**src/rtl/spi_pkg.sv**
```systemverilog
// Shared types and helpers for the second-generation SPI master.
package spi_pkg;

  typedef enum logic [2:0] {
    IDLE,
    SETUP,
    TRANSFER,
    HOLD,
    DONE
  } spi_state_t;

  typedef struct packed {
    logic cpol;
    logic cpha;
    logic lsb_first;
  } spi_mode_t;

  // A zero or oversized length request runs as a full-width transfer.
  function automatic int unsigned eff_len(input int unsigned len_in, input int unsigned max_len);
    if (len_in == 0 || len_in > max_len) return max_len;
    return len_in;
  endfunction

endpackage

```
**src/rtl/spi_sck_gen.sv**
```systemverilog
// SCK generator: half-period divider, SCK toggling and leading/trailing edge strobes.
module spi_sck_gen #(
  parameter int unsigned DIV_WIDTH = 8
) (
  input  logic                 clk,
  input  logic                 rst_n,
  input  logic                 enable,
  input  logic                 edge_en,
  input  logic [DIV_WIDTH-1:0] clk_div,
  input  logic                 cpol,
  output logic                 spi_sck,
  output logic                 lead_strobe_c,
  output logic                 trail_strobe_c,
  output logic                 tick_c
);

  logic [DIV_WIDTH-1:0] div_cnt;

  // Strobes mark the cycle whose closing clk edge drives the SCK transition.
  assign tick_c         = enable && (div_cnt == clk_div);
  assign lead_strobe_c  = tick_c && edge_en && (spi_sck == cpol);
  assign trail_strobe_c = tick_c && edge_en && (spi_sck != cpol);

  always_ff @(posedge clk or negedge rst_n) begin
    if (!rst_n) begin
      div_cnt <= '0;
      spi_sck <= 1'b0;
    end else begin
      if (!enable || tick_c) div_cnt <= '0;
      else                   div_cnt <= div_cnt + DIV_WIDTH'(1);

      if (!enable)                spi_sck <= cpol;
      else if (tick_c && edge_en) spi_sck <= ~spi_sck;
    end
  end

endmodule

```
**src/rtl/spi_master_gen2.sv**
```systemverilog
// Parametrised SPI master: all four modes, runtime length, bit order, divider and one-hot CS.
module spi_master_gen2
  import spi_pkg::*;
#(
  parameter int unsigned MAX_DATA_LENGTH = 32,
  parameter int unsigned NUM_CS          = 4,
  parameter int unsigned DIV_WIDTH       = 8,
  localparam int unsigned LEN_W          = $clog2(MAX_DATA_LENGTH + 1),
  localparam int unsigned CS_W           = (NUM_CS > 1) ? $clog2(NUM_CS) : 1
) (
  input  logic                       clk,
  input  logic                       rst_n,
  input  logic                       start,
  input  logic                       cpol,
  input  logic                       cpha,
  input  logic                       lsb_first,
  input  logic [LEN_W-1:0]           len,
  input  logic [DIV_WIDTH-1:0]       clk_div,
  input  logic [CS_W-1:0]            cs_sel,
  input  logic [MAX_DATA_LENGTH-1:0] tx_data,
  output logic [MAX_DATA_LENGTH-1:0] rx_data,
  output logic                       busy,
  output logic                       done,
  output logic                       spi_sck,
  output logic [NUM_CS-1:0]          spi_cs_n,
  output logic                       spi_mosi,
  input  logic                       spi_miso
);

  localparam int unsigned CNT_W = $clog2(2 * MAX_DATA_LENGTH + 1);

  spi_state_t                 state, state_nxt;
  spi_mode_t                  mode_q;
  logic [LEN_W-1:0]           len_q, len_eff_c;
  logic [DIV_WIDTH-1:0]       div_q;
  logic [CS_W-1:0]            cs_q, cs_eff_c, cs_idx_c;
  logic [MAX_DATA_LENGTH-1:0] tx_sh, rx_sh, tx_aligned_c;
  logic [CNT_W-1:0]           edge_cnt, last_cnt_c;
  logic                       tick_c, lead_c, trail_c, last_edge_c;
  logic                       run_c, edges_c, busy_nxt_c, sck_cpol_c;
  logic                       first_bit_c, out_bit_c;

  assign len_eff_c  = LEN_W'(eff_len(32'(len), MAX_DATA_LENGTH));
  assign cs_eff_c   = (32'(cs_sel) >= NUM_CS) ? '0 : cs_sel;
  assign cs_idx_c   = (state == IDLE) ? cs_eff_c : cs_q;
  assign run_c      = state inside {SETUP, TRANSFER, HOLD};
  assign edges_c    = state inside {SETUP, TRANSFER};
  assign busy_nxt_c = state_nxt inside {SETUP, TRANSFER, HOLD};
  assign sck_cpol_c = (state == IDLE) ? cpol : mode_q.cpol;

  // MSB-first words are pre-aligned to the top so the shift register always emits from one end.
  assign tx_aligned_c = lsb_first ? tx_data
                                  : (tx_data << (MAX_DATA_LENGTH - 32'(len_eff_c)));
  assign first_bit_c  = lsb_first ? tx_aligned_c[0] : tx_aligned_c[MAX_DATA_LENGTH-1];
  assign out_bit_c    = mode_q.lsb_first ? tx_sh[0] : tx_sh[MAX_DATA_LENGTH-1];

  assign last_cnt_c  = CNT_W'({len_q, 1'b0}) - CNT_W'(1);
  assign last_edge_c = (state == TRANSFER) && (edge_cnt == last_cnt_c);

  spi_sck_gen #(
    .DIV_WIDTH(DIV_WIDTH)
  ) u_sck_gen (
    .clk            (clk),
    .rst_n          (rst_n),
    .enable         (run_c),
    .edge_en        (edges_c),
    .clk_div        (div_q),
    .cpol           (sck_cpol_c),
    .spi_sck        (spi_sck),
    .lead_strobe_c  (lead_c),
    .trail_strobe_c (trail_c),
    .tick_c         (tick_c)
  );

  always_ff @(posedge clk or negedge rst_n) begin
    if (!rst_n) state <= IDLE;
    else        state <= state_nxt;
  end

  always_comb begin
    state_nxt = state;
    case (state)
      IDLE:     if (start) state_nxt = SETUP;
      SETUP:    if (tick_c) state_nxt = TRANSFER;
      TRANSFER: if (tick_c && last_edge_c) state_nxt = HOLD;
      HOLD:     if (tick_c) state_nxt = DONE;
      DONE:     state_nxt = IDLE;
      default:  state_nxt = IDLE;
    endcase
  end

  // Datapath and registered bus outputs, all aligned with the next state.
  always_ff @(posedge clk or negedge rst_n) begin
    if (!rst_n) begin
      mode_q   <= '0;
      len_q    <= '0;
      div_q    <= '0;
      cs_q     <= '0;
      tx_sh    <= '0;
      rx_sh    <= '0;
      edge_cnt <= '0;
      rx_data  <= '0;
      busy     <= 1'b0;
      done     <= 1'b0;
      spi_cs_n <= '1;
      spi_mosi <= 1'b0;
    end else begin
      busy     <= busy_nxt_c;
      done     <= (state_nxt == DONE);
      spi_cs_n <= busy_nxt_c ? ~(NUM_CS'(1) << cs_idx_c) : '1;

      case (state)
        IDLE: begin
          edge_cnt <= '0;
          if (start) begin
            mode_q <= '{cpol: cpol, cpha: cpha, lsb_first: lsb_first};
            len_q  <= len_eff_c;
            div_q  <= clk_div;
            cs_q   <= cs_eff_c;
            rx_sh  <= '0;
            if (!cpha) begin
              spi_mosi <= first_bit_c;
              tx_sh    <= lsb_first ? (tx_aligned_c >> 1) : (tx_aligned_c << 1);
            end else begin
              spi_mosi <= 1'b0;
              tx_sh    <= tx_aligned_c;
            end
          end
        end
        SETUP, TRANSFER: begin
          if (tick_c) edge_cnt <= edge_cnt + CNT_W'(1);
          // cpha selects whether leading or trailing edges sample; the other edge shifts.
          if ((lead_c && !mode_q.cpha) || (trail_c && mode_q.cpha)) begin
            rx_sh <= mode_q.lsb_first ? {spi_miso, rx_sh[MAX_DATA_LENGTH-1:1]}
                                      : {rx_sh[MAX_DATA_LENGTH-2:0], spi_miso};
          end
          if ((lead_c && mode_q.cpha) || (trail_c && !mode_q.cpha && !last_edge_c)) begin
            spi_mosi <= out_bit_c;
            tx_sh    <= mode_q.lsb_first ? (tx_sh >> 1) : (tx_sh << 1);
          end
        end
        HOLD: begin
          if (tick_c) begin
            spi_mosi <= 1'b0;
            rx_data  <= mode_q.lsb_first ? (rx_sh >> (MAX_DATA_LENGTH - 32'(len_q))) : rx_sh;
          end
        end
        default: ;
      endcase
    end
  end

endmodule

```
**config.mk**
```make
export PLATFORM = sky130hd
export DESIGN_NAME = spi_master_gen2
export DESIGN_NICKNAME = d
export VERILOG_FILES = /design/src/rtl/spi_pkg.sv /design/src/rtl/spi_sck_gen.sv /design/src/rtl/spi_master_gen2.sv
export SDC_FILE = /design/constraint.sdc
export NUM_CORES = 1
export LEC_CHECK = 0
export BUFFER_PORTS_ARGS = -buffer_cell sky130_fd_sc_hd__buf_4
export CORE_ASPECT_RATIO = 0.75
export CORE_UTILIZATION = 40
export DETAILED_ROUTE_END_ITERATION = 8
export PLACE_DENSITY = 0.61
export SLEW_MARGIN = 0
export SYNTH_ARGS = -nofsm -noshare
export SYNTH_HDL_FRONTEND = slang
export SYNTH_HIERARCHICAL = 1
export SYNTH_SLANG_ARGS = --single-unit
```
**constraint.sdc**
```tcl
create_clock -name clk -period 4.1 [get_ports clk]
set_input_delay 0.82 -clock clk [delete_from_list [all_inputs] [get_ports clk]]
set_output_delay 0.82 -clock clk [all_outputs]
set_load 0.02 [all_outputs]
```
Word level (Yosys, flattened, before mapping)
Cells that the tools add are included.

storage, ports and cells
  register bits after elaboration = 141
  input port bits = 55
  output and inout bits = 40
  logic and storage cells = 112

operators by class
  add/subtract/negate cells = 5
  order comparisons = 1
  equality and inequality tests = 17
  shift operators = 3
  mux-type cells = 35
  bitwise operators = 2
  reduce and logical (&&, ||, !) cells = 32

operators with widths
  cell                 count
  $mux 32              10
  $pmux 32 s2          2
  $shl 32x32->32       1
  $shr 32x32->32       1
  $pmux 7 s2           1
  $sub 6x6->7 const A  2
  $eq 3x2->1 const B   4
  $mux 3               4
  $mux 6               2
  $ne 2x2->1 const B   6
  $pmux 3 s4           1
  $logic_and 1x1->1    11
  $mux 1               10
  $reduce_bool 3->1    3
  $add 8x1->8 const B  1
  $eq 8x8->1           1
  $mux 8               1
  $add 7x1->7 const B  1
  $eq 7x7->1           1
  $mux 7               1
  $sub 7x1->7 const B  1
  $eq 3x1->1 const B   2
  $gt 6x6->1 const B   1
  $logic_not 6->1      1
  17 further kinds     26

Longest topological paths before layout
  depth in word-level cells = 11
  depth in mapped cells = 17
  gate-level depth less buffers = 11

Cells and area by module
The synthesis kept the hierarchy.

modules (own cells, without submodules)
  module           times used  cells an instance  area an instance (um^2)  seq. area each (um^2)
  spi_master_gen2  1           1350               11548.6                  3308.2
  spi_sck_gen      1           53                 515.5                    225.2

Worst setup path before layout
No wires, ideal clock.

  path kind = input-to-reg
  start = input port len[0]
  end = register tx_sh[20]
  library setup time = 0.126 ns
  arrival time = 3.691 ns
  data required time = 3.974 ns
  slack = 0.283 ns
  stages on the path = 15
  buffers on the path = 4
  cell sequence = nor2b_1 -> buf_6 -> inv_2 -> buf_2 -> ha_1 -> and2_1 -> buf_4 -> nor3_4 -> buf_6 -> mux4_2 -> mux2i_4 -> o22ai_2 -> a2111oi_2 -> a211oi_1 -> a221o_1

between the ends
  longest elaborated chain between the ends = 11
  elaborated cells on any way between the ends = 13
  classes of those cells = add/sub: 1; order compare: 1; shift: 1; mux: 8; reduce/logical: 2

ends and longest elaborated chain
  element                                        RTL line                text
  start: declaration                             spi_master_gen2.sv:17   input logic [LEN_W-1:0] len,
  $gt 6x6->1 or $logic_not 6->1 (tied branches)  spi_pkg.sv:20           if (len_in == 0 || len_in > max_len) return max_len;
  $logic_or 1x1->1                               spi_pkg.sv:20
  $mux 1 or $mux 6 (tied branches)               spi_pkg.sv:20
  $mux 6 *                                       spi_pkg.sv:21           return len_in;
  $sub 6x6->7 *                                  spi_master_gen2.sv:53   : (tx_data << (MAX_DATA_LENGTH - 32'(len_eff_c)));
  $shl 32x32->32 *                               spi_master_gen2.sv:53
  $mux 32 *                                      spi_master_gen2.sv:52   assign tx_aligned_c = lsb_first ? tx_data
  $mux 32                                        spi_master_gen2.sv:123  tx_sh <= lsb_first ? (tx_aligned_c >> 1) : (tx_aligned_c << 1);
  $mux 32 *                                      spi_master_gen2.sv:121  if (!cpha) begin
  $mux 32 *                                      spi_master_gen2.sv:115  if (start) begin
  $pmux 32 s2 *                                  spi_master_gen2.sv:112  case (state)
  end signal: assignment                         spi_master_gen2.sv:123
  end signal: assignment                         spi_master_gen2.sv:126  tx_sh <= tx_aligned_c;
  end signal: assignment                         spi_master_gen2.sv:139  tx_sh <= mode_q.lsb_first ? (tx_sh >> 1) : (tx_sh << 1);
  end: declaration                               spi_master_gen2.sv:37   logic [MAX_DATA_LENGTH-1:0] tx_sh, rx_sh, tx_aligned_c;

Every way passes the cells marked *; elsewhere a longest branch is shown, timed or not. The select of a mux whose other input is x is not followed.
A chain may end at the register's enable or synchronous reset.

Worst setup path after layout
  start = input port len[5]
  end = register tx_sh[18]

Same word-level chain as after synthesis.

==> impl_metrics.py <==
metrics = {
    "worst_hold_path": {
        "min_path_type": "in -> async",
    },
    "run_status": {
        "outcome": "completed",
    },
    "global_route": {
        "track_usage_pct": 26.8,
        "grt_antenna_before_repair": 0,
        "grt_max_degree": 66,
        "overflow": 0,
        "grt_pass1_vias": 10900,
        "grt_pass1_wl_um": 64800,
    },
    "power": {
        "leakagePower_nw": 5.75,
        "pwr_density_cell_nw_per_um2": 646,
        "peakVddDrop_v": 0.000449,
    },
    "route": {
        "drt_iter0_markers": 1246,
        "num_vias": 11600,
        "routed_wl_um": 40900,
        "wl_per_cell_um": 22.0,
        "postRouteAntennaNets": 0,
        "viasPerCell": 6.21,
        "route.detailed.drc": 0,
        "first_pass_iters": 5,
    },
    "floorplan": {
        "fp.dieW_um": 203,
        "start_util_pct": 41.0,
        "core_area_um2": 29400,
        "dieHeight_um": 152,
        "ios": 95,
        "die_area_um2": 30900,
        "fp-row-count": 54,
    },
    "clocking": {
        "cts-root-buf": "clkbuf_16",
        "hold_buffers": 0,
        "cts-buffers-inserted": 17,
        "clk_path_buf_depth": 2,
        "insertion_delay_ns": 0.43,
        "tritoncts": "yes",
        "post_cts_resized": 0,
        "clock_sinks": 141,
        "path_clk_slew_ns": 0.06,
        "postCtsSetupBuffers": 0,
        "htreeDepth": 4,
    },
    "logic_synthesis": {
        "syn_area_per_cell_um2": 8.60,
        "ys_seq_area_share_pct": 29.3,
        "async_flop_share_pct": 100,
        "synth_enable_flop_cells": 0,
        "synth-seq-cells": 141,
        "synthCells": 1403,
        "synth_ff_type": "dfrtp_1",
        "syn-cell-area_um2": 12100,
        "synth.distinct_cells": 92,
        "synth_warnings": 6,
        "syn-num-nets": 1463,
    },
    "finish": {
        "nets": 1521,
        "final_cell_mix": "nand2_1 (197), buf_4 (161), dfrtp_1 (135)",
        "final_area_um2": 13900,
        "area_delta_synth_final_pct": 15.3,
        "drive_gt1_share_pct": 21.5,
        "final_common_cell": "nand2_1",
        "diodes": 0,
        "nFillCells": 2858,
    },
    "setup_path": {
        "critPathMaxStageDelay_ns": 0.47,
        "cp_common_cell": "buf_4",
        "worst-path-max-fanout": 13,
        "arrival_ns": 3.92,
        "r2r-start": "len_q[0]",
        "critical_path_required_ns": 4.41,
        "critPathLaunch": "len[5]",
        "cpMaxStageDelayCell": "nor4_1",
        "cp_cell_sequence": "buf_4 -> inv_1 -> nand2_1 -> ha_1 -> buf_4 -> or3b_1 -> nand3_2 -> buf_4 -> a21boi_0 -> mux4_2 -> nor2_1 -> nor4_1 -> o21ai_0 -> a221o_1",
        "criticalPathCategory": "in -> reg",
        "cp-end-kind": "register",
        "cp-start-kind": "input pin",
    },
    "sta": {
        "setup_viol": 0,
        "maxSlewViolCount": 0,
        "fin_crit_ns": 3.62,
        "clock.fmax_mhz": 277,
        "rsz0062_at_grt": "no",
        "timing.final.crit_share_pct": 88.2,
        "setup_tns_ns": 0,
        "max-slew-margin-rel_pct": 44.2,
        "hold_viol": 0,
        "fin_skew_ns": 0.0138,
        "worstMarginPinSlew_ns": 0.830,
    },
    "place": {
        "dpl_cell_area_um2": 13300,
        "dp_hpwl_um": 30300,
        "port_buffers": 94,
        "routabilityCongestion": 1.00,
    },
    "run": {
        "drv_cap": 0,
    },
}
[flip-flops by register name (all words and copies together), names as in the netlist]
name and cells:
busy 1, cs_q 2, div_q 8, done 1, edge_cnt 7, len_q 6, mode_q 3, rx_data 32
rx_sh 32, spi_cs_n 4, spi_mosi 1, state 3, tx_sh 32, u_sck_gen/div_cnt 8, u_sck_gen/spi_sck 1
[through the flow]
stage	cells	setup slack [ns]	total power, mW	hold WS (ns)	utilization [%]
3_5_place_dp	1834	0.131	7.33	0.468	45.3
2_1_floorplan	1403	0.283	5.76	0.446	-
6_report	1865	0.484	8.99	0.354	47.3
5_1_grt	1865	0.344	9.57	0.395	47.3
4_1_cts	1865	0.575	8.97	0.379	47.3
3_3_place_gp	1834	0.197	7.30	0.461	45.3
[path summary, 6_finish.rpt]
check,depth (start not counted),slack [ns],to
min,1,0.35,tx_sh[25]
max,14,0.48,tx_sh[18]
min reg2reg,2,0.49,mode_q[2]
max in group asynchronous,2,2.81,spi_cs_n[2]
min in group clk,2,0.49,mode_q[2]
max reg2reg,10,0.67,rx_data[0]
[logic make-up (layout without fill, tap and decap cells)]
kind of cell	after synthesis	in the layout	synth area share [%]
and+or+nand+nor	505	505	20.0
AOI/OAI and AO/OA	398	398	22.6
muxes	171	171	19.4
buffers and inverters	147	217	5.53
DFF	141	141	29.3
xor gates and xnor gates	36	36	2.73
adders and majority gates	5	5	0.519
[cell type report]
class | count | area [µm²] | share of cell area (%)
Tap cell | 392 | 490 | 3.52
Multi-Input combinational cell | 1115 | 7920 | 56.9
Inverter | 20 | 75.1 | 0.540
Timing Repair Buffer | 166 | 1300 | 9.34
Clock buffer | 20 | 437 | 3.14
Clock inverter | 11 | 159 | 1.14
Sequential cell | 141 | 3540 | 25.4
[Yosys cell counts, types with 13 or more instances]
cell type | number | area share [%]
a21oi_1 | 122 | 5.1
a221o_1 | 18 | 1.5
a31oi_1 | 21 | 1.1
and2_1 | 15 | 0.78
buf_2 | 33 | 1.4
clkbuf_1 | 78 | 2.4
dfrtp_1 | 137 | 28
inv_1 | 17 | 0.53
mux2_2 | 37 | 3.5
mux2i_1 | 88 | 7.3
mux4_2 | 43 | 8.0
nand2_1 | 197 | 6.1
nand2b_1 | 13 | 0.67
nand3_1 | 36 | 1.5
nor2_1 | 101 | 3.1
nor2b_1 | 34 | 1.8
nor3_1 | 44 | 1.8
o211ai_1 | 18 | 1.1
o21ai_0 | 50 | 2.1
o22ai_1 | 13 | 0.67
o31ai_1 | 46 | 2.9
xnor2_1 | 23 | 1.7
[report_power, final]
group / total (mW) / switching [mW] / internal (mW)
clock network: 1.59 / 0.629 / 0.964
registers: 2.38 / 0.509 / 1.87
logic: 5.01 / 3.07 / 1.94
[critical path, delay by kind of cell]
kind / cells / cell delay, ns
simple gates: 5 / 1.08
compound gates: 3 / 0.76
buf+inv: 4 / 0.66
mux: 1 / 0.33
fa+ha+maj: 1 / 0.28
[routing by layer]
layer,up-vias,GRT usage (%),share of wire [%]
li1,5365,-,-
met1,5730,42.0,50
met2,460,35.7,40
met3,19,8.32,9.1
met4,0,4.40,0.79
met5,-,0,0
Note: power is estimated with default switching activity, not from simulation.
